==> config.mk <==
export PLATFORM = sky130hd
export DESIGN_NAME = spi_apb_initiator
export DESIGN_NICKNAME = d
export VERILOG_FILES = /design/src/rtl/spi_apb_initiator.sv
export SDC_FILE = /design/constraint.sdc
export NUM_CORES = 1
export LEC_CHECK = 0
export BUFFER_PORTS_ARGS = -buffer_cell sky130_fd_sc_hd__buf_2
export CAP_MARGIN = 20
export CORE_MARGIN = 4
export CORE_UTILIZATION = 42
export DETAILED_ROUTE_END_ITERATION = 6
export PLACE_DENSITY = 0.73
export SYNTH_ARGS = -nofsm -noshare
export SYNTH_HDL_FRONTEND = slang
export SYNTH_SLANG_ARGS = --single-unit
export TNS_END_PERCENT = 100
==> constraint.sdc <==
create_clock -name pclk -period 1.4 [get_ports pclk]
set_input_delay 0.07 -clock pclk [delete_from_list [all_inputs] [get_ports pclk]]
set_output_delay 0.07 -clock pclk [all_outputs]
set_load 0.05 [all_outputs]
==> src/rtl/spi_apb_initiator.sv <==
// APB3 initiator: turns a request/response handshake into single APB transfers.
// Optional ACCESS-phase timeout abort is enabled with `define SPI_APB_TIMEOUT_EN.
module spi_apb_initiator #(
  parameter int APB_DWIDTH     = 8,
  parameter int TIMEOUT_CYCLES = 255
) (
  input  logic                  pclk,
  input  logic                  sresetn,
  input  logic                  req_valid,
  output logic                  req_ready,
  input  logic                  req_write,
  input  logic [6:0]            req_addr,
  input  logic [APB_DWIDTH-1:0] req_wdata,
  output logic                  rsp_valid,
  input  logic                  rsp_ready,
  output logic [APB_DWIDTH-1:0] rsp_rdata,
  output logic                  rsp_err,
  output logic [6:0]            paddr,
  output logic                  psel,
  output logic                  penable,
  output logic                  pwrite,
  output logic [APB_DWIDTH-1:0] pwdata,
  input  logic [APB_DWIDTH-1:0] prdata,
  input  logic                  pready,
  input  logic                  pslverr,
  output logic                  busy
);

  localparam logic [APB_DWIDTH-1:0] DZERO = {APB_DWIDTH{1'b0}};

  typedef enum logic [1:0] {
    ST_IDLE   = 2'd0,
    ST_SETUP  = 2'd1,
    ST_ACCESS = 2'd2,
    ST_RESP   = 2'd3
  } state_t;

  state_t                  state_r, state_nxt_s;
  logic                    timeout_s;
  logic                    accept_s;
  logic                    access_end_s;
  logic                    req_ready_r, rsp_valid_r, rsp_err_r, busy_r;
  logic                    psel_r, penable_r, pwrite_r;
  logic [6:0]              paddr_r;
  logic [APB_DWIDTH-1:0]   pwdata_r, rsp_rdata_r;

`ifdef SPI_APB_TIMEOUT_EN
  localparam logic [7:0] TMO_LIMIT = 8'(TIMEOUT_CYCLES);
  logic [7:0] tmo_cnt_r;

  // Counts wait-state cycles of the current ACCESS phase.
  always_ff @(posedge pclk) begin
    if (!sresetn) begin
      tmo_cnt_r <= 8'd0;
    end else if (state_r == ST_SETUP) begin
      tmo_cnt_r <= 8'd0;
    end else if ((state_r == ST_ACCESS) && !pready) begin
      tmo_cnt_r <= tmo_cnt_r + 8'd1;
    end else begin
      tmo_cnt_r <= tmo_cnt_r;
    end
  end

  assign timeout_s = (state_r == ST_ACCESS) && !pready && ((tmo_cnt_r + 8'd1) == TMO_LIMIT);
`else
  assign timeout_s = 1'b0;
`endif

  assign accept_s     = (state_r == ST_IDLE) && req_valid && req_ready_r;
  assign access_end_s = (state_r == ST_ACCESS) && (pready || timeout_s);

  // State register.
  always_ff @(posedge pclk) begin
    if (!sresetn) begin
      state_r <= ST_IDLE;
    end else begin
      state_r <= state_nxt_s;
    end
  end

  // Next-state logic.
  always_comb begin
    state_nxt_s = state_r;
    case (state_r)
      ST_IDLE: begin
        if (accept_s) state_nxt_s = ST_SETUP;
        else          state_nxt_s = ST_IDLE;
      end
      ST_SETUP:  state_nxt_s = ST_ACCESS;
      ST_ACCESS: begin
        if (access_end_s) state_nxt_s = ST_RESP;
        else              state_nxt_s = ST_ACCESS;
      end
      ST_RESP: begin
        if (rsp_ready) state_nxt_s = ST_IDLE;
        else           state_nxt_s = ST_RESP;
      end
      default: state_nxt_s = ST_IDLE;
    endcase
  end

  // Registered bus and response outputs, decoded from the upcoming state.
  always_ff @(posedge pclk) begin
    if (!sresetn) begin
      req_ready_r <= 1'b1;
      rsp_valid_r <= 1'b0;
      rsp_err_r   <= 1'b0;
      rsp_rdata_r <= DZERO;
      busy_r      <= 1'b0;
      psel_r      <= 1'b0;
      penable_r   <= 1'b0;
      pwrite_r    <= 1'b0;
      paddr_r     <= 7'd0;
      pwdata_r    <= DZERO;
    end else begin
      req_ready_r <= (state_nxt_s == ST_IDLE);
      rsp_valid_r <= (state_nxt_s == ST_RESP);
      busy_r      <= (state_nxt_s != ST_IDLE);
      psel_r      <= (state_nxt_s == ST_SETUP) || (state_nxt_s == ST_ACCESS);
      penable_r   <= (state_nxt_s == ST_ACCESS);
      if (accept_s) begin
        paddr_r  <= req_addr;
        pwrite_r <= req_write;
        pwdata_r <= req_write ? req_wdata : DZERO;
      end
      // A timeout without pready reports an error with no data.
      if (access_end_s) begin
        rsp_err_r   <= pready ? pslverr : 1'b1;
        rsp_rdata_r <= (pready && !pslverr && !pwrite_r) ? prdata : DZERO;
      end
    end
  end

  assign req_ready = req_ready_r;
  assign rsp_valid = rsp_valid_r;
  assign rsp_err   = rsp_err_r;
  assign rsp_rdata = rsp_rdata_r;
  assign busy      = busy_r;
  assign psel      = psel_r;
  assign penable   = penable_r;
  assign pwrite    = pwrite_r;
  assign paddr     = paddr_r;
  assign pwdata    = pwdata_r;

endmodule

Word level (Yosys, flattened, before mapping)
Index checks and enable logic that the tools add are counted.
Widths: inputs -> output; s select.
Storage, ports and cells
  register bits: 32
  input port bits: 30
  output and inout bits: 30
  logic and storage cells: 35
Operators by class
  eq/ne operators: 6
  mux-type cells: 7
  reductions and logical operators: 11
Operators with widths (number)
  $mux 8: 2
  $eq 2x2->1 const B: 4
  $pmux 2 s4: 1
  $logic_and 1x1->1: 5
  $eq 2x1->1 const B: 2
  $logic_not 2->1: 2
  $mux 1: 3
  $logic_not 1->1: 2
  $mux 2: 1
  $reduce_bool 2->1: 1
  $logic_or 1x1->1: 1

Depth between registers and ports, before layout
  depth after elaboration: 7
  mapped depth: 5
  gate-level depth less buffers: 4

Least setup slack after synthesis
OpenSTA, ideal clock, no wires.
  path kind: register -> register
  from: register req_ready_r (netlist: req_ready)
  to: register psel_r (netlist: psel)
  library setup time: 0.115 ns
  data arrival time: 1.458 ns
  data required time: 1.285 ns
  setup slack: -0.173 ns
  cell stages (with the launch flop): 5
  buffers on the path: 0
  clock period less this slack: 1.573 ns
  cells stage by stage: dfxtp_1 nand4bb_1 and3_1 ha_1 and2_1
On the way
  word-level cells in the longest chain between the ends: 5
  elaborated cells between the ends (all ways): 6
  those cells by class: 2 x eq/ne; 2 x mux; 2 x reduce/logical
Ends and longest elaborated chain
  start: declaration: RTL line 42  | logic req_ready_r, rsp_valid_r, rsp_err_r, busy_r;
  start signal: assignment: RTL line 116  | req_ready_r <= (state_nxt_s == ST_IDLE);
  $logic_and 1x1->1 *: RTL line 69  | assign accept_s = (state_r == ST_IDLE) && req_valid && req_ready_r;
  $mux 1 *: RTL line 86  | if (accept_s) state_nxt_s = ST_SETUP;
  $pmux 2 s4 *: RTL line 84  | case (state_r)
  $eq 2x1->1 / $eq 2x2->1 (equally long branches): RTL line 119  | psel_r <= (state_nxt_s == ST_SETUP) || (state_nxt_s == ST_ACCESS);
  $logic_or 1x1->1 *: RTL line 119
  end signal: assignment: RTL line 119
  end: declaration: RTL line 43  | logic psel_r, penable_r, pwrite_r;
Mark *: on every way between the ends. The rest lies on a longest branch, timed or not.
A chain may end at the register's enable or synchronous reset.

Worst setup path after layout
  from: register state_r[1]
  to: register psel_r (netlist: psel)
On the way
  word-level cells in the longest chain between the ends: 7
  elaborated cells between the ends (all ways): 13
  those cells by class: 5 x eq/ne; 3 x mux; 5 x reduce/logical
Ends and longest elaborated chain
  start: declaration: RTL line 38  | state_t state_r, state_nxt_s;
  start signal: assignment: RTL line 77  | state_r <= state_nxt_s;
  $logic_not 2->1: RTL line 69, 84
  $logic_and 1x1->1 (2 in series): RTL line 69
  $mux 1: RTL line 86
  $pmux 2 s4 *: RTL line 84
  $eq 2x1->1 / $eq 2x2->1 (equally long branches): RTL line 119
  $logic_or 1x1->1 *: RTL line 119
Marks and branches as above.

==> impl_results.md <==
* Worst reg2reg path endpoint: psel
* Crit path from: state_r[1]
* Async SR Flop Fraction at 0
* Max-Cap Viols at 0
* Reg2reg setup slack at 20 ps
* Largest net degree at the start of global routing at 56
* CP endpoint: psel
* # rows at 20
* WP buf/inv at 0
* P_leak at 0.9226 nW
* Final Instance Area at 0.001873 mm^2
* DRT Wirelength at 3193 um
* Pre-CTS setup slack at 30.42 ps
* Post-route DRC violation count at 0
* Critical Path Start Type: register
* Worst R2R Start: state_r[1]
* Hold WC Path Type: input port to register
* CTS max path bufs at 2
* Reg2reg path depth at 4
* DRT met1 WL at 1376 um
* Starting Density at 0.4468
* Logic pwr share at 0.290
* Pint at 0.001459 W
* Total track usage at 0.1561
* CTS Sinks at 32
* Final net count at 240
* DR WL met2 at 1548 um
* Post-place instance area at 0.001713 mm^2
* Placer's final routability congestion estimate at 0.7262
* I/O Buffers at 59
* Clock skew at 14.69 ps
* Routed vias/inst at 4.829
* CP Cell Sequence: and3_2 -> or2_2 -> ha_1 -> and2_1
* Io pins at 60
* RSZ-0062 raised after global routing: true
* DIE HEIGHT at 65.45 um
* Ranking of synthesized cells by area: dfxtp_1, mux2i_1, nand2_1
* Crit path arrival time at 1590 ps
* Final ANT Viol Nets at 0
* Area leader, netlist: dfxtp_1
* Number of global-route vias before repair at 1171
* Setup crit end kind: register
* Highest Signal Layer: met4
* Run status: complete, no violations
* Final setup TNS at 0 ps
* Power share of the sequential group at 0.467
* Max transition margin at 0.8069
* Routed wl met3 at 256 um
* Worst-path clk slew at 100 ps
* Util after Layout at 0.6036
* Post-synthesis area per instance at 9.974 um^2
* Worst Path Required at 1610 ps
* Final min period at 1384 ps
* Syn nets at 173
* Antenna cells at 0
* H-Tree Depth at 2
* IR Drop Worst-Case VDD at 0.6594 mV
* CTS tree: built
* Post-CTS setup buffer count at 0
* Final hold vios at 0
* Netlist cell types at 22
* Critical path's largest stage delay at 360 ps
* Mapped Cells at 139
* Yosys warning count at 0
* Wire per inst at 12.72 um
* Final setup viols at 0
* Gr ovfl total at 0
* Worst path top cell family by delay: simple AND/OR/NAND/NOR gates
* Total power draw at 0.002211 W
* Max Freq at 0.7224 GHz
* Post-synth EDFFs at 0
* Top cell type's share of synthesized area at 0.4621
* Drt pass-1 iters at 4
* CP Depth at 4
* Sw Share at 0.3402
* Clk Latency, worst-skew pair at 320 ps
* Smallest setup slack after layout at 15.72 ps
* Slowest-stage cell, CP: dfxtp_2
* DIE AREA at 0.004284 mm^2
* Ys flop type: dfxtp_1
* Vias at 1212
* CP Class: register to register
* Num CTS Buffers at 5
* Psw at 0.0007520 W
* Clock Power Share at 0.243
* Synth-to-layout area growth at 35.11%
* Post-DP HPWL at 2262 um
* Global-route wire length before repair at 5161 um
* Flops & latches, synth at 32
* Initial antenna violation count at 0
* Final period util at 0.9888
* Fraction of layout cells with a size suffix above 1 at 0.3671
* Synthesized area at 0.001386 mm^2
* Worst-margin pin slew at 289.2 ps
* Max Slew Vio Count at 0
* Root buffer cell: clkbuf_4
* Core area at 0.003103 mm^2
* Worst Path Max Fanout at 6
* DRT iter0 DRCs at 66
* Register area share after synthesis at 0.4621
* Die X at 65.45 um
* Power per cell area at 1180 mW/mm^2
## layout make-up
class | instances | area (um^2)
inverters | 1 | 3.754
flip-flops and latches | 32 | 644.4
well taps | 44 | 55.05
fillers | 293 | 1230
clock buffers | 6 | 51.30
clock inverters | 2 | 10.01
repair buffers | 70 | 422.9
multi-input cells | 96 | 685.7
## worst min-delay path by stage
stage	from	end	slack [ps]	cells past startpoint
after floorplan	pslverr	rsp_err	210	2
after global routing	req_wdata[4]	pwdata[4]	1	3
final	req_addr[3]	paddr[3]	10	3
after detailed placement	req_addr[4]	paddr[4]	330	3
after global placement	req_addr[6]	paddr[6]	320	3
after CTS	req_addr[3]	paddr[3]	2	3
## synthesized netlist by cell type, types with 2 or more instances
cell	instances
nand3_1	9
nor2_1	3
nand4bb_1	9
buf_2	6
nand2_1	34
and2_1	3
dfxtp_1	32
mux2i_1	25
ha_1	4
nand3b_1	2
## layer usage
metal / up-vias / track usage
li1: 604 / -
met5: - / 0
met3: 2 / 0.05470
met2: 52 / 0.2579
met4: 0 / 0.04663
met1: 554 / 0.1901
## through the flow
| stage | std cells | hold slack [ps] |
|---|---|---|
| floorplan | 139 | 208.8 |
| global placement | 235 | 318.2 |
| detailed placement | 235 | 326.0 |
| CTS | 249 | 2.052 |
| global route | 251 | 1.368 |
| finish | 251 | 9.681 |
## state kept, by name (all words and copies together) (netlist names)
signal / count
rsp_rdata: 8
psel: 1
penable: 1
rsp_valid: 1
state_r: 2
req_ready: 1
pwrite: 1
rsp_err: 1
pwdata: 8
paddr: 7
busy: 1
## repair_timing
item | in CTS | in global routing
resized for setup | 0 | 3
hold buffers | 6 | 2
hold endpoints to repair | 6 | 2
endpoints found under the setup margin | 0 | 2
## placed cells by master, fill, tap and decap left out
master / instances
buf_2: 59
nand2_1: 34
dfxtp_1: 29
mux2i_1: 25
nand3_1: 9
nand4bb_1: 8
dlygate4sd3_1: 8
clkbuf_4: 5
ha_1: 4
nor2_1: 3
and2_1: 3
dfxtp_2: 3
nand3b_1: 2
clkinv_2: 2
buf_12: 2
nand4bb_4: 1
and3_1: 1
and3_2: 1
or2_2: 1
and4bb_1: 1
inv_1: 1
nor3_1: 1
nand2b_1: 1
a31oi_1: 1
clkbuf_8: 1
buf_4: 1
## power groups by stage
stage | Sequential [W] | Combinational (W) | Clock (W)
2_1_floorplan | 0.00127 | 0.000250 | 0
3_3_place_gp | 0.00104 | 0.000602 | 0
3_5_place_dp | 0.00105 | 0.000616 | 0
4_1_cts | 0.00103 | 0.000631 | 0.000560
5_1_grt | 0.00105 | 0.000681 | 0.000613
6_report | 0.00103 | 0.000641 | 0.000538
## worst register-to-register path, cell delays in order, from the launching register on
cell and delay [ps]:
dfxtp_2 360, and3_2 210, or2_2 290, ha_1 270, and2_1 150
## cell families after synthesis
family | synth area share
adders and majority gates | 0.03610
AOI/OAI and AO/OA | 0.004516
DFF | 0.4621
buffers and inverters | 0.05505
and+or+nand+nor | 0.2617
muxes | 0.1805
No activity file was read; power rests on OpenSTA's default activity.
